### src/rtl/lcd_pkg.sv
// Shared types and panel command constants for the dual-controller 128x64 LCD bus writer.
// Requests are {cs, di, data}; cs bit0 selects the left half (CS1), bit1 the right half (CS2).
package lcd_pkg;

   typedef enum logic [1:0] {
      ST_IDLE  = 2'd0,
      ST_SETUP = 2'd1,
      ST_PULSE = 2'd2,
      ST_HOLD  = 2'd3
   } lcd_state_e;

   typedef struct packed {
      logic [1:0] cs;
      logic       di;
      logic [7:0] data;
   } lcd_req_t;

   localparam int unsigned LCD_REQ_W = 11;

   localparam logic [7:0] LCD_DISPLAY_ON = 8'h3F;
   localparam logic [7:0] LCD_START_LINE = 8'hC0;
   localparam logic [7:0] LCD_SET_PAGE   = 8'hB8;
   localparam logic [7:0] LCD_SET_COL    = 8'h40;

   function automatic logic [7:0] lcd_page_cmd(input logic [2:0] page);
      return LCD_SET_PAGE | {5'd0, page};
   endfunction

   function automatic logic [7:0] lcd_col_cmd(input logic [5:0] col);
      return LCD_SET_COL | {2'd0, col};
   endfunction

endpackage

### src/rtl/lcd_req_fifo.sv
// First-word-fall-through request FIFO: head entry is visible on pop_data_o whenever not empty.
// Full is registered state only, so a same-cycle pop never re-opens a full FIFO.
module lcd_req_fifo
   import lcd_pkg::*;
#(
   parameter int unsigned DEPTH = 8
) (
   input  logic     clk_i,
   input  logic     rst_ni,
   input  logic     push_i,
   input  lcd_req_t push_data_i,
   input  logic     pop_i,
   output lcd_req_t pop_data_o,
   output logic     full_o,
   output logic     empty_o
);

   localparam int unsigned AW = (DEPTH > 1) ? $clog2(DEPTH) : 1;
   localparam logic [AW:0] FULL_CNT = DEPTH[AW:0];

   lcd_req_t      mem_q [DEPTH];
   logic [AW-1:0] wr_ptr_q, wr_ptr_d;
   logic [AW-1:0] rd_ptr_q, rd_ptr_d;
   logic [AW:0]   count_q, count_d;
   logic          do_push, do_pop;

   assign full_o     = (count_q == FULL_CNT);
   assign empty_o    = (count_q == '0);
   assign do_push    = push_i && !full_o;
   assign do_pop     = pop_i && !empty_o;
   assign pop_data_o = mem_q[rd_ptr_q];

   always_comb begin
      wr_ptr_d = wr_ptr_q;
      rd_ptr_d = rd_ptr_q;
      count_d  = count_q;
      if (do_push) wr_ptr_d = wr_ptr_q + 1'b1;
      if (do_pop)  rd_ptr_d = rd_ptr_q + 1'b1;
      case ({do_push, do_pop})
         2'b10:   count_d = count_q + 1'b1;
         2'b01:   count_d = count_q - 1'b1;
         default: count_d = count_q;
      endcase
   end

   always_ff @(posedge clk_i or negedge rst_ni) begin
      if (!rst_ni) begin
         wr_ptr_q <= '0;
         rd_ptr_q <= '0;
         count_q  <= '0;
      end else begin
         wr_ptr_q <= wr_ptr_d;
         rd_ptr_q <= rd_ptr_d;
         count_q  <= count_d;
      end
   end

   // Storage needs no reset: the count gates every read.
   always_ff @(posedge clk_i) begin
      if (do_push) mem_q[wr_ptr_q] <= push_data_i;
   end

endmodule

### src/rtl/lcd_bus_writer.sv
// Replays queued {cs, di, data} requests as timed LCD bus cycles: SETUP, registered ENABLE
// pulse of PULSE_CYC cycles, then GAP_CYC cycles of hold with the bus unchanged.
module lcd_bus_writer
   import lcd_pkg::*;
#(
   parameter int unsigned DEPTH     = 8,
   parameter int unsigned PULSE_CYC = 2,
   parameter int unsigned GAP_CYC   = 2
) (
   input  logic       LCD_CLK,
   input  logic       RESETN,
   // Handshake: a request is taken on a rising edge with REQ_VALID && REQ_READY; REQ_CS/DI/DATA
   // are sampled only then. REQ_READY is !full and never depends on REQ_VALID or on a pop.
   input  logic       REQ_VALID,
   output logic       REQ_READY,
   input  logic [1:0] REQ_CS,
   input  logic       REQ_DI,
   input  logic [7:0] REQ_DATA,
   output logic       BUSY,
   output logic [7:0] LCD_DATA,
   output logic       LCD_ENABLE,
   output logic       LCD_RW,
   output logic       LCD_RSTN,
   output logic       LCD_CS1,
   output logic       LCD_CS2,
   output logic       LCD_DI,
   output lcd_state_e DBG_STATE
);

   localparam int unsigned CNT_MAX = (PULSE_CYC > GAP_CYC) ? PULSE_CYC : GAP_CYC;
   localparam int unsigned CNT_W   = (CNT_MAX > 1) ? $clog2(CNT_MAX) : 1;
   localparam logic [CNT_W-1:0] PULSE_LOAD = CNT_W'(PULSE_CYC - 1);
   localparam logic [CNT_W-1:0] GAP_LOAD   = CNT_W'(GAP_CYC - 1);

   lcd_state_e       state_q, state_d;
   logic [CNT_W-1:0] cnt_q, cnt_d;
   logic [7:0]       data_q, data_d;
   logic             di_q, di_d;
   logic [1:0]       cs_q, cs_d;
   logic             en_q, en_d;

   lcd_req_t         req_in, head;
   logic             fifo_pop, fifo_full, fifo_empty;
   logic             head_live;

   assign req_in = '{cs: REQ_CS, di: REQ_DI, data: REQ_DATA};

   lcd_req_fifo #(
      .DEPTH (DEPTH)
   ) u_fifo (
      .clk_i       (LCD_CLK),
      .rst_ni      (RESETN),
      .push_i      (REQ_VALID),
      .push_data_i (req_in),
      .pop_i       (fifo_pop),
      .pop_data_o  (head),
      .full_o      (fifo_full),
      .empty_o     (fifo_empty)
   );

   // An entry addressed to neither half is consumed without producing a bus cycle.
   assign head_live = !fifo_empty && (head.cs != 2'b00);

   always_ff @(posedge LCD_CLK or negedge RESETN) begin
      if (!RESETN) begin
         state_q <= ST_IDLE;
         cnt_q   <= '0;
         data_q  <= '0;
         di_q    <= 1'b0;
         cs_q    <= 2'b00;
         en_q    <= 1'b0;
      end else begin
         state_q <= state_d;
         cnt_q   <= cnt_d;
         data_q  <= data_d;
         di_q    <= di_d;
         cs_q    <= cs_d;
         en_q    <= en_d;
      end
   end

   always_comb begin
      state_d = state_q;
      case (state_q)
         ST_IDLE:  if (head_live) state_d = ST_SETUP;
         ST_SETUP: state_d = ST_PULSE;
         ST_PULSE: if (cnt_q == '0) state_d = ST_HOLD;
         ST_HOLD: begin
            if (cnt_q == '0) state_d = head_live ? ST_SETUP : ST_IDLE;
         end
         default:  state_d = ST_IDLE;
      endcase
   end

   always_comb begin
      fifo_pop = 1'b0;
      cnt_d    = cnt_q;
      data_d   = data_q;
      di_d     = di_q;
      cs_d     = cs_q;
      en_d     = 1'b0;
      case (state_q)
         ST_IDLE: begin
            fifo_pop = !fifo_empty;
            if (head_live) begin
               data_d = head.data;
               di_d   = head.di;
               cs_d   = head.cs;
            end
         end
         ST_SETUP: begin
            en_d  = 1'b1;
            cnt_d = PULSE_LOAD;
         end
         ST_PULSE: begin
            if (cnt_q == '0) begin
               cnt_d = GAP_LOAD;
            end else begin
               en_d  = 1'b1;
               cnt_d = cnt_q - 1'b1;
            end
         end
         ST_HOLD: begin
            if (cnt_q == '0) begin
               fifo_pop = !fifo_empty;
               if (head_live) begin
                  data_d = head.data;
                  di_d   = head.di;
                  cs_d   = head.cs;
               end else begin
                  cs_d = 2'b00;
               end
            end else begin
               cnt_d = cnt_q - 1'b1;
            end
         end
         default: begin
            cs_d = 2'b00;
         end
      endcase
   end

   assign REQ_READY  = !fifo_full;
   assign BUSY       = !fifo_empty || (state_q != ST_IDLE);
   assign LCD_DATA   = data_q;
   assign LCD_ENABLE = en_q;
   assign LCD_RW     = 1'b0;
   assign LCD_RSTN   = RESETN;
   assign LCD_CS1    = cs_q[0];
   assign LCD_CS2    = cs_q[1];
   assign LCD_DI     = di_q;
   assign DBG_STATE  = state_q;

endmodule

### config.mk
export PLATFORM = sky130hd
export DESIGN_NAME = lcd_bus_writer
export DESIGN_NICKNAME = d
export VERILOG_FILES = /design/src/rtl/lcd_pkg.sv /design/src/rtl/lcd_req_fifo.sv /design/src/rtl/lcd_bus_writer.sv
export SDC_FILE = /design/constraint.sdc
export NUM_CORES = 1
export LEC_CHECK = 0
export BUFFER_PORTS_ARGS = -buffer_cell sky130_fd_sc_hd__buf_2
export CAP_MARGIN = 40
export CORE_ASPECT_RATIO = 0.75
export CORE_MARGIN = 2
export CORE_UTILIZATION = 45
export DETAILED_ROUTE_END_ITERATION = 6
export SLEW_MARGIN = 40
export SYNTH_ARGS = -nofsm -noshare
export SYNTH_HDL_FRONTEND = slang
export SYNTH_HIERARCHICAL = 1
export SYNTH_SLANG_ARGS = --single-unit
### constraint.sdc
create_clock -name LCD_CLK -period 5.6 [get_ports LCD_CLK]
set_input_delay 0.28 -clock LCD_CLK [delete_from_list [all_inputs] [get_ports LCD_CLK]]
set_output_delay 0.28 -clock LCD_CLK [all_outputs]
set_load 0.05 [all_outputs]
======== Word-level counts from Yosys, hierarchy flattened ========
Memory sizes are Yosys's and may differ from the RTL's.
Cells that the tools add are included.
operators by class
  muxes and demuxes ....................... 25
  reduce and logical (&&, ||, !) cells .... 16
  add/sub/neg operators ................... 5
  equality and inequality tests ........... 9
operators with widths
  cell                                                 count
  two-way mux 8 bit                                    2
  case mux 8 bit (2 select lines)                      1
  two-way mux 2 bit                                    6
  two-way mux 1 bit                                    9
  case mux 2 bit (4 select lines)                      1
  case mux 4 bit (2 select lines)                      1
  nonzero test 2 bit                                   4
  adder 3 x 1 -> 3 bit, second input constant          2
  equality test 2 bit, second input constant           3
  inequality test 2 bit, second input constant         3
  case mux 1 bit (2 select lines)                      3
  AND reduction 3 bit                                  2
  adder 4 x 1 -> 4 bit, second input constant          1
  equality test 2 x 1 -> 1 bit, second input constant  2
  equality test 4 bit, second input constant           1
  logical NOT 4 bit                                    1
  case mux 2 bit (2 select lines)                      1
  subtractor 4 x 1 -> 4 bit, second input constant     1
  logical AND 1 bit                                    3
  case mux 1 bit (3 select lines)                      1
  nonzero test 3 bit                                   1
  logical NOT 1 bit                                    2
  logical NOT 2 bit                                    1
  AND reduction 2 bit                                  1
  other kinds (2)                                      2
storage, ports and cells
  memories ................................ 1
  bits of input ports ..................... 14
  memory bits (writable) .................. 88
  bits in registers ....................... 25
  output and inout port bits .............. 18
  word-level logic and storage cells ...... 65
memories
  memory        words  bits a word  read ports  clocked after memory_dff  wr ports  RTL line            source
  u_fifo.mem_q  8      11           1           0                         1         lcd_req_fifo.sv:21  lcd_req_t mem_q [DEPTH];

======== Logic depth before layout (Yosys ltp) ========
Gate-level depths: netlist of the first run.
  depth after elaboration ................. 7
  gate-level depth with buffers ........... 12
  depth with buffers taken out ............ 11

======== Cells and area by module ========
The synthesis of the first run kept the hierarchy.
modules (own cells, without submodules)
  module          instances  sequential area each (um^2)  cells an instance  area each (um^2)
  lcd_req_fifo    1          2892.8                       194                4030.1
  lcd_bus_writer  1          375.4                        60                 753.2

======== Least setup slack after synthesis of the first run ========
Ideal clock, no wire load.
  kind .................................... reg2reg
  start point ............................. reg state_q[0] (netlist: DBG_STATE[0])
  end point ............................... reg u_fifo.count_q[3]
  data required time ...................... 5466 ps
  period minus slack after synthesis ...... 3115 ps
  arrival time ............................ 2981 ps
  slack ................................... 2485 ps
  library setup time ...................... 134 ps
  cell stages (with the launch flop) ...... 13
  buffers on the path ..................... 1
  path through ............................ dfrtp_1 inv_1 ha_1 buf_4 inv_1 a211oi_1 o41ai_1 inv_1 ha_1 ha_1 or4b_2 o311ai_0 o211ai_1
on the way
  longest elaborated chain between the ends .. 5
  elaborated cells between the ends (all ways) .. 8
  those cells by class .................... eq/ne (3); mux (2); reduce/logical (3)
RTL lines
  item                                                                   RTL line               source
  start, declared                                                        lcd_bus_writer.sv:35   lcd_state_e state_q, state_d;
  start signal, assigned                                                 lcd_bus_writer.sv:73   state_q <= state_d;
  equality test 2 bit or logical NOT 2 bit (tied branches)               lcd_bus_writer.sv:102  case (state_q)
  case mux 1 bit (2 select lines) *                                      lcd_bus_writer.sv:102
  named net fifo_pop                                                     lcd_bus_writer.sv:43   logic fifo_pop, fifo_full, fifo_empty;
  logical AND 1 bit *                                                    lcd_req_fifo.sv:30     assign do_pop = pop_i && !empty_o;
  named net u_fifo.do_pop                                                lcd_req_fifo.sv:25     logic do_push, do_pop;
  equality test 2 x 1 -> 1 bit or equality test 2 bit (tied branches)    lcd_req_fifo.sv:39     case ({do_push, do_pop})
  case mux 4 bit (2 select lines) or nonzero test 2 bit (tied branches)  --
  end signal, assigned                                                   lcd_req_fifo.sv:54     count_q <= count_d;
  end, declared                                                          lcd_req_fifo.sv:24     logic [AW:0] count_q, count_d;
The timed path passes the listed nets; every way through them passes the cells marked *.
A chain may end at the register's enable or synchronous reset.

======== Final worst setup path of the first run ========
  start point ............................. reg u_fifo.count_q[0]
  end point ............................... reg u_fifo.count_q[3]
on the way
  longest elaborated chain between the ends .. 7
  elaborated cells between the ends (all ways) .. 14
  those cells by class .................... add/sub (2); eq/ne (3); mux (3); reduce/logical (6)
RTL lines
  item                                                                   RTL line                                      source
  logical NOT 4 bit *                                                    lcd_req_fifo.sv:28                            assign empty_o = (count_q == '0);
  named net fifo_empty                                                   lcd_bus_writer.sv:43
  logical NOT 1 bit *                                                    lcd_bus_writer.sv:104, lcd_bus_writer.sv:125
  two-way mux 1 bit                                                      lcd_bus_writer.sv:124                         if (cnt_q == '0) begin
  case mux 1 bit (2 select lines) *                                      lcd_bus_writer.sv:102
  named net fifo_pop                                                     lcd_bus_writer.sv:43
  logical AND 1 bit *                                                    lcd_req_fifo.sv:30
  named net u_fifo.do_pop                                                lcd_req_fifo.sv:25
  equality test 2 x 1 -> 1 bit or equality test 2 bit (tied branches)    lcd_req_fifo.sv:39
  case mux 4 bit (2 select lines) or nonzero test 2 bit (tied branches)  --
Marks and branches as above.

==> results.md, run 1 <==
- Routed WL: 8702 µm
- Fin. max-slew vios: 0
- DP HPWL: 5392 µm
- Wire length per cell: 19.25 µm
- Internal power: 2.271 mW
- GPL Wtd Cong: 0.7172
- Starting density of the core: 0.4631
- Crit end category: flip-flop
- Worst setup margin: 2.352 ns
- Multi-input combinational cell area: 0.001408 mm²
- Period utilization: 0.5801
- Clock power share: 0.303
- Fin cells: 452
- Layout cells sized above 1: 0.3323
- Power Density: 603.4 mW/mm²
- TritonCTS clock tree: yes
- Die X: 123.1 µm
- Die area: 0.01148 mm²
- Max Freq: 307.8 MHz
- Data required, critical path: 5.89 ns
- P&R area growth vs syn: 19.33%
- Final Hold Vio Count: 0
- Max_slew headroom: 0.5289
- IO buf count: 30
- Sequential power share: 0.368
- Max-Cap Viols: 0
- Top Ports: 32
- Slew at the pin closest to its max-slew limit: 0.7002 ns
- Antenna-violating nets left: 0
- Max Buffers Root-to-Sink: 2
- Post-CTS resize count: 0
- Finished layout cell area: 0.005708 mm²
- EDFF count, synth: 88
- Core area: 0.01033 mm²
- Sink Count: 113
- Outcome: finished clean
- Worst min path class: primary input to flip-flop
- Grt total ovfl: 0
- Synth Net Count: 278
- Inst Count DP: 419
- Unique cell type count in the Yosys netlist: 45
- Fin Clk Skew: 0.006337 ns
- Critical path class: flip-flop to flip-flop
- Clock transition at the registers of the reported paths: 0.06 ns
- Clk Latency, worst-skew pair: 0.41 ns
- Sequential Area: 0.003269 mm²
- Yosys synthesis warning count: 6
- Maximum VDD drop: 0.2288 mV
- Num CTS Buffers: 17
- Final critical-path required period: 3.248 ns
- Post-synth top flop: edfxtp_1
- Initial DRC Count: 209
- Setup TNS Final: 0 ns
- Pre-CTS setup slack: 2.369 ns
- Fin util: 0.5526
- Comb pwr share: 0.329
- Leakage power figure: 2.111 nW
- First-pass GRT wire length: 13,860 µm
- # DRC: 0
- Initial antenna violation count: 0
- RSZ-0062 raised after global routing: no
- Total GRT Usage: 0.1742
- Final setup viols: 0
- Critical path startpoint category: flip-flop
- Cell area after synthesis: 0.004783 mm²
- NetSw: 1.173 mW
- FF+latch count, synth: 113
- Vias: 2,435
- Register area share after synthesis: 0.6832
- Post-CTS setup repair buffer count: 0
- Dpl cell area: 0.005110 mm²
- Switching part of the total: 0.3406
- Diodes inserted: 0
- H-tree depth: 4
- Nets@finish: 327
- Pin count of the biggest net entering global routing: 27
- Clock Root Buffer: clkbuf_16
- Die Y: 93.29 µm
- Number of global-route vias before repair: 2,446
- Post-Synthesis Cells: 254
- Filler Cells Inserted: 811
- Crit Path Max Fanout: 9
- Worst EP arrival: 3.54 ns
- # rows: 32
- TritonRoute pass-1 iters: 4
- Syn avg cell area: 18.83 µm²
- Vias/cell: 5.387
- FFs w/ async S/R, synth: 0.2212
- Post-CTS Hold Fix Bufs: 1
-- layer usage --
layer,GRT usage,routed length (µm)
met1,0.2370,4252
met2,0.2560,4053
met3,0.05488,246
met4,0.08239,149
met5,0,0
-- critical path, cell delays in order, from the launching register on --
cell,delay [ns]
dfrtp_1,0.46
nor4_1,0.65
a211oi_1,0.13
o41ai_1,0.15
inv_1,0.16
ha_1,0.32
ha_1,0.37
or4b_2,0.64
o311ai_0,0.12
o211ai_1,0.12
-- sequential cells by signal (all words and copies together), names as in the netlist --
signal           flops
u_fifo/mem_q        88
LCD_DATA             8
u_fifo/count_q       4
u_fifo/rd_ptr_q      3
u_fifo/wr_ptr_q      3
DBG_STATE            2
cs_q                 2
LCD_DI               1
LCD_ENABLE           1
cnt_q                1
-- layout by cell type, fill, tap and decap left out, types with 2 or more instances in the layout --
master and n:
edfxtp_1 88, buf_2 30, dfrtp_1 24, mux2_2 23
mux4_1 20, clkbuf_16 17, inv_1 12, ha_1 9
buf_4 9, nand2_1 8, nor2_1 7, clkinvlp_4 6
a21oi_1 5, xnor2_1 5, nand2b_1 4, clkinv_4 4
nand3_1 4, nor3b_1 3, a211oi_1 2, a22o_1 2
inv_6 2, bufinv_16 2, mux4_2 2, nor3_2 2
-- synth_stat cells, types with 2 or more instances --
master	number	area, µm²
clkbuf_1	2	7.510
buf_4	3	22.52
nand2b_1	4	25.02
mux2_2	23	259.0
nand2_1	8	30.03
nor3_1	2	10.01
inv_1	12	45.04
ha_1	9	112.6
a22o_1	2	17.52
mux4_2	2	45.04
nand3_1	4	20.02
dfrtp_1	25	625.6
a21oi_1	5	25.02
edfxtp_1	88	2643
buf_6	3	33.78
xnor2_1	5	43.79
mux4_1	20	525.5
nor3b_1	3	22.52
a211oi_1	2	15.01
nor2_1	7	26.28
-- final timing paths --
path / depth (start not counted) / from / slack (ns) / endpoint
hold reg to reg: 1 / LCD_DATA[2] / 0.50 / LCD_DATA[2]
setup reg to reg: 9 / u_fifo/count_q[0] / 2.35 / u_fifo/count_q[3]
min in group asynchronous: 2 / RESETN / 0.44 / LCD_DI
setup / recovery: 9 / u_fifo/count_q[0] / 2.35 / u_fifo/count_q[3]
max in group asynchronous: 2 / RESETN / 4.67 / u_fifo/rd_ptr_q[1]
hold / removal: 1 / REQ_DATA[6] / 0.14 / u_fifo/mem_q[1][6]
-- power groups by stage --
stage                     combinational, mW  sequential (mW)  clock (mW)
after global routing                   1.23             1.30        1.11
after global placement                 1.13             1.28           0
final                                  1.13             1.27        1.04
after CTS                              1.15             1.27        1.06
after floorplan                       0.774             1.38           0
after detailed placement               1.14             1.29           0
-- kinds of logic after synthesis --
kind of cell    Yosys count  share of synthesized area
flops                   113                     0.6832
xor+xnor                  6                    0.01099
other cells               1                  0.0007840
fa+ha+maj                10                    0.02773
buf+inv                  22                    0.02459
simple gates             35                    0.04185
compound gates           21                    0.03531
mux                      46                     0.1755
-- cell type report --
type / instances / area share
flip-flops and latches: 113 / 0.5728
well taps: 136 / 0.02981
clock buffers: 17 / 0.07453
multi-input cells: 119 / 0.2466
clock inverters: 15 / 0.02850
inverters: 12 / 0.007891
repair buffers: 40 / 0.03989
-- per-stage QoR --
step | hold WS (ns) | power, mW
floorplan | -0.01559 | 2.150
global placement | 0.3434 | 2.403
detailed placement | 0.3537 | 2.431
CTS | 0.1257 | 3.485
global route | 0.1432 | 3.634
finish | 0.1355 | 3.444
No activity file was read; power rests on OpenSTA's default activity.
==> run 2: changes to the inputs <==
==> constraint.sdc (replaced) <==
create_clock -name LCD_CLK -period 3.4 [get_ports LCD_CLK]
set_input_delay 0.17 -clock LCD_CLK [delete_from_list [all_inputs] [get_ports LCD_CLK]]
set_output_delay 0.17 -clock LCD_CLK [all_outputs]
set_load 0.05 [all_outputs]
==> run 2 against run 1 <==
Effect of this change: non-clock buffer count grew 5; clock skew grew 0.00063 ns; largest cell class unchanged; fmax grew 4.3%; core utilization grew 1.1 points; power grew 73%; largest power group unchanged; setup slack lost 2.1 ns.
==> results.md, run 2 (synthesis gave the netlist of run 1 again) <==
- Outcome: finished clean
- Setup TNS Final: 0 ns
- Max Freq: 321.2 MHz
- Global Route met2 Usage: 0.2495
- Crit path buffers/inverters: 1
- Final Hold Vio Count: 0
- Die Y: 93.29 µm
- Commonest non-fill, non-tap cell in the layout: edfxtp_1
- Most common cell on crit path: ha_1
- # rows: 32
- Critical path startpoint category: flip-flop
- Initial antenna violation count: 0
- Die area: 0.01148 mm²
- Fin Clk Skew: 0.006965 ns
- Core area: 0.01033 mm²
- Reg-to-reg slack, setup: 0.29 ns
- Critical path class: flip-flop to flip-flop
- Power Density: 1024 mW/mm²
- TritonCTS clock tree: yes
- Top Ports: 32
- Worst setup margin: 0.2866 ns
- Gr busiest metal: met2
- Clk Latency, worst-skew pair: 0.40 ns
- Diodes inserted: 0
- # DRC: 0
- Nets@finish: 332
- Crit end category: flip-flop
- CP cell instances: ha_1, nand2b_2, a211oi_1, o41ai_1, inv_1, ha_1, ha_1, or4b_2, o311ai_0, o211ai_1
- Vias: 2,396
- Data required, critical path: 3.67 ns
- Critical path's top delay family: adder cells
- Grt total ovfl: 0
- Reg with most FFs: u_fifo/mem_q
- Commonest cells after routing, fill and taps aside: edfxtp_1 (88), buf_2 (30), dfrtp_1 (25)
- Number of global-route vias before repair: 2,414
- Filler Cells Inserted: 786
- Worst min path class: primary input to flip-flop
- Leakage power figure: 2.193 nW
- Vias/cell: 5.243
- H-tree depth: 4
- Max_slew headroom: 0.4741
- Max reg flops: 88
- Pin count of the biggest net entering global routing: 27
- Routed WL: 8681 µm
- Met3 GRT Util: 0.05122
- CP max-delay cell: or4b_2
- IO buf count: 30
- TritonRoute pass-1 iters: 5
- Die X: 123.1 µm
- Starting density of the core: 0.4631
- P&R area growth vs syn: 21.63%
- Slew at the pin closest to its max-slew limit: 0.7889 ns
- Max Buffers Root-to-Sink: 2
- Final setup viols: 0
- Worst EP arrival: 3.38 ns
- GPL Wtd Cong: 0.7305
- Layout cells sized above 1: 0.3271
- Antenna-violating nets left: 0
- Post-CTS setup repair buffer count: 0
- Wire length per cell: 19.00 µm
- RSZ-0062 raised after global routing: no
- Clock Root Buffer: clkbuf_16
- Max-Cap Viols: 0
- Clock transition at the registers of the reported paths: 0.05 ns
- Fin cells: 457
- Pre-CTS setup slack: 0.3167 ns
- Maximum VDD drop: 0.4573 mV
- Initial DRC Count: 148
- Num CTS Buffers: 17
- Met1 Resource Use GR: 0.2432
- Total GRT Usage: 0.1706
- Inst Count DP: 424
- DP HPWL: 5456 µm
- Crit Path Max Fanout: 9
- Sink Count: 113
- Period utilization: 0.9157
- Final critical-path required period: 3.113 ns
- First-pass GRT wire length: 13,540 µm
- Crit path largest cell delay: 0.64 ns
- Fin. max-slew vios: 0
run 2: cell count changes in the layout (fill, tap and decap cells not counted), sizes merged:
cell      delta
bufinv       +4
buf          +5
inv          -2
clkinvlp     -5
clkbuf       +3
run 2: worst reg2reg max path, cell delays in order, from the launching register on:
cell and delay (ns):
dfrtp_1 0.41, ha_1 0.24, nand2b_2 0.13, a211oi_1 0.33
o41ai_1 0.19, inv_1 0.13, ha_1 0.32, ha_1 0.34
or4b_2 0.64, o311ai_0 0.12, o211ai_1 0.13
run 2: routing by layer:
| layer | vias to the layer above | part of all wire |
|---|---|---|
| li1 | 1131 | - |
| met1 | 1209 | 0.48 |
| met2 | 54 | 0.47 |
| met3 | 2 | 0.048 |
| met4 | 0 | 0.0046 |
| met5 | - | 0 |
run 2: path summary, 6_finish.rpt:
path | startpoint | to | cells past startpoint
worst max-delay path | DBG_STATE[0] | u_fifo/count_q[3] | 10
worst min register to register | LCD_DATA[2] | LCD_DATA[2] | 1
worst max register to register | DBG_STATE[0] | u_fifo/count_q[3] | 10
max in group asynchronous | RESETN | u_fifo/wr_ptr_q[0] | 2
min in group asynchronous | RESETN | LCD_DATA[2] | 2
worst min-delay path | REQ_DI | u_fifo/mem_q[1][8] | 1
run 2: timing repair:
action,4_1_cts,5_1_grt
gates resized for setup,0,0
hold buffers,1,0
endpoints found under the hold margin,25,0
run 2: area by class of cell:
cell class	instances	area (µm²)	area share
Inverter	12	45.04	0.007742
Tap cell	136	170.2	0.02925
Timing Repair Buffer	45	265.3	0.04559
Sequential cell	113	3268	0.5617
Multi-Input combinational cell	119	1403	0.2411
Clock inverter	12	210.2	0.03613
Clock buffer	20	456.7	0.07849
run 2: report_power, final:
group | total (mW) | switching (mW) | leakage (nW) | internal (mW)
clock | 1.97 | 0.569 | 0.325 | 1.40
sequential | 2.07 | 0.250 | 1.10 | 1.82
combinational | 1.92 | 1.05 | 0.772 | 0.870
run 2: through the flow:
step | area [µm²] | power [mW] | util | hold WS (ns)
2_1_floorplan | 4783 | 3.541 | - | -0.1256
3_3_place_gp | 5136 | 3.989 | 0.4972 | 0.2413
3_5_place_dp | 5141 | 4.024 | 0.4977 | 0.2570
4_1_cts | 5818 | 6.022 | 0.5632 | 0.02425
5_1_grt | 5818 | 6.279 | 0.5632 | 0.03450
6_report | 5818 | 5.960 | 0.5632 | 0.03617
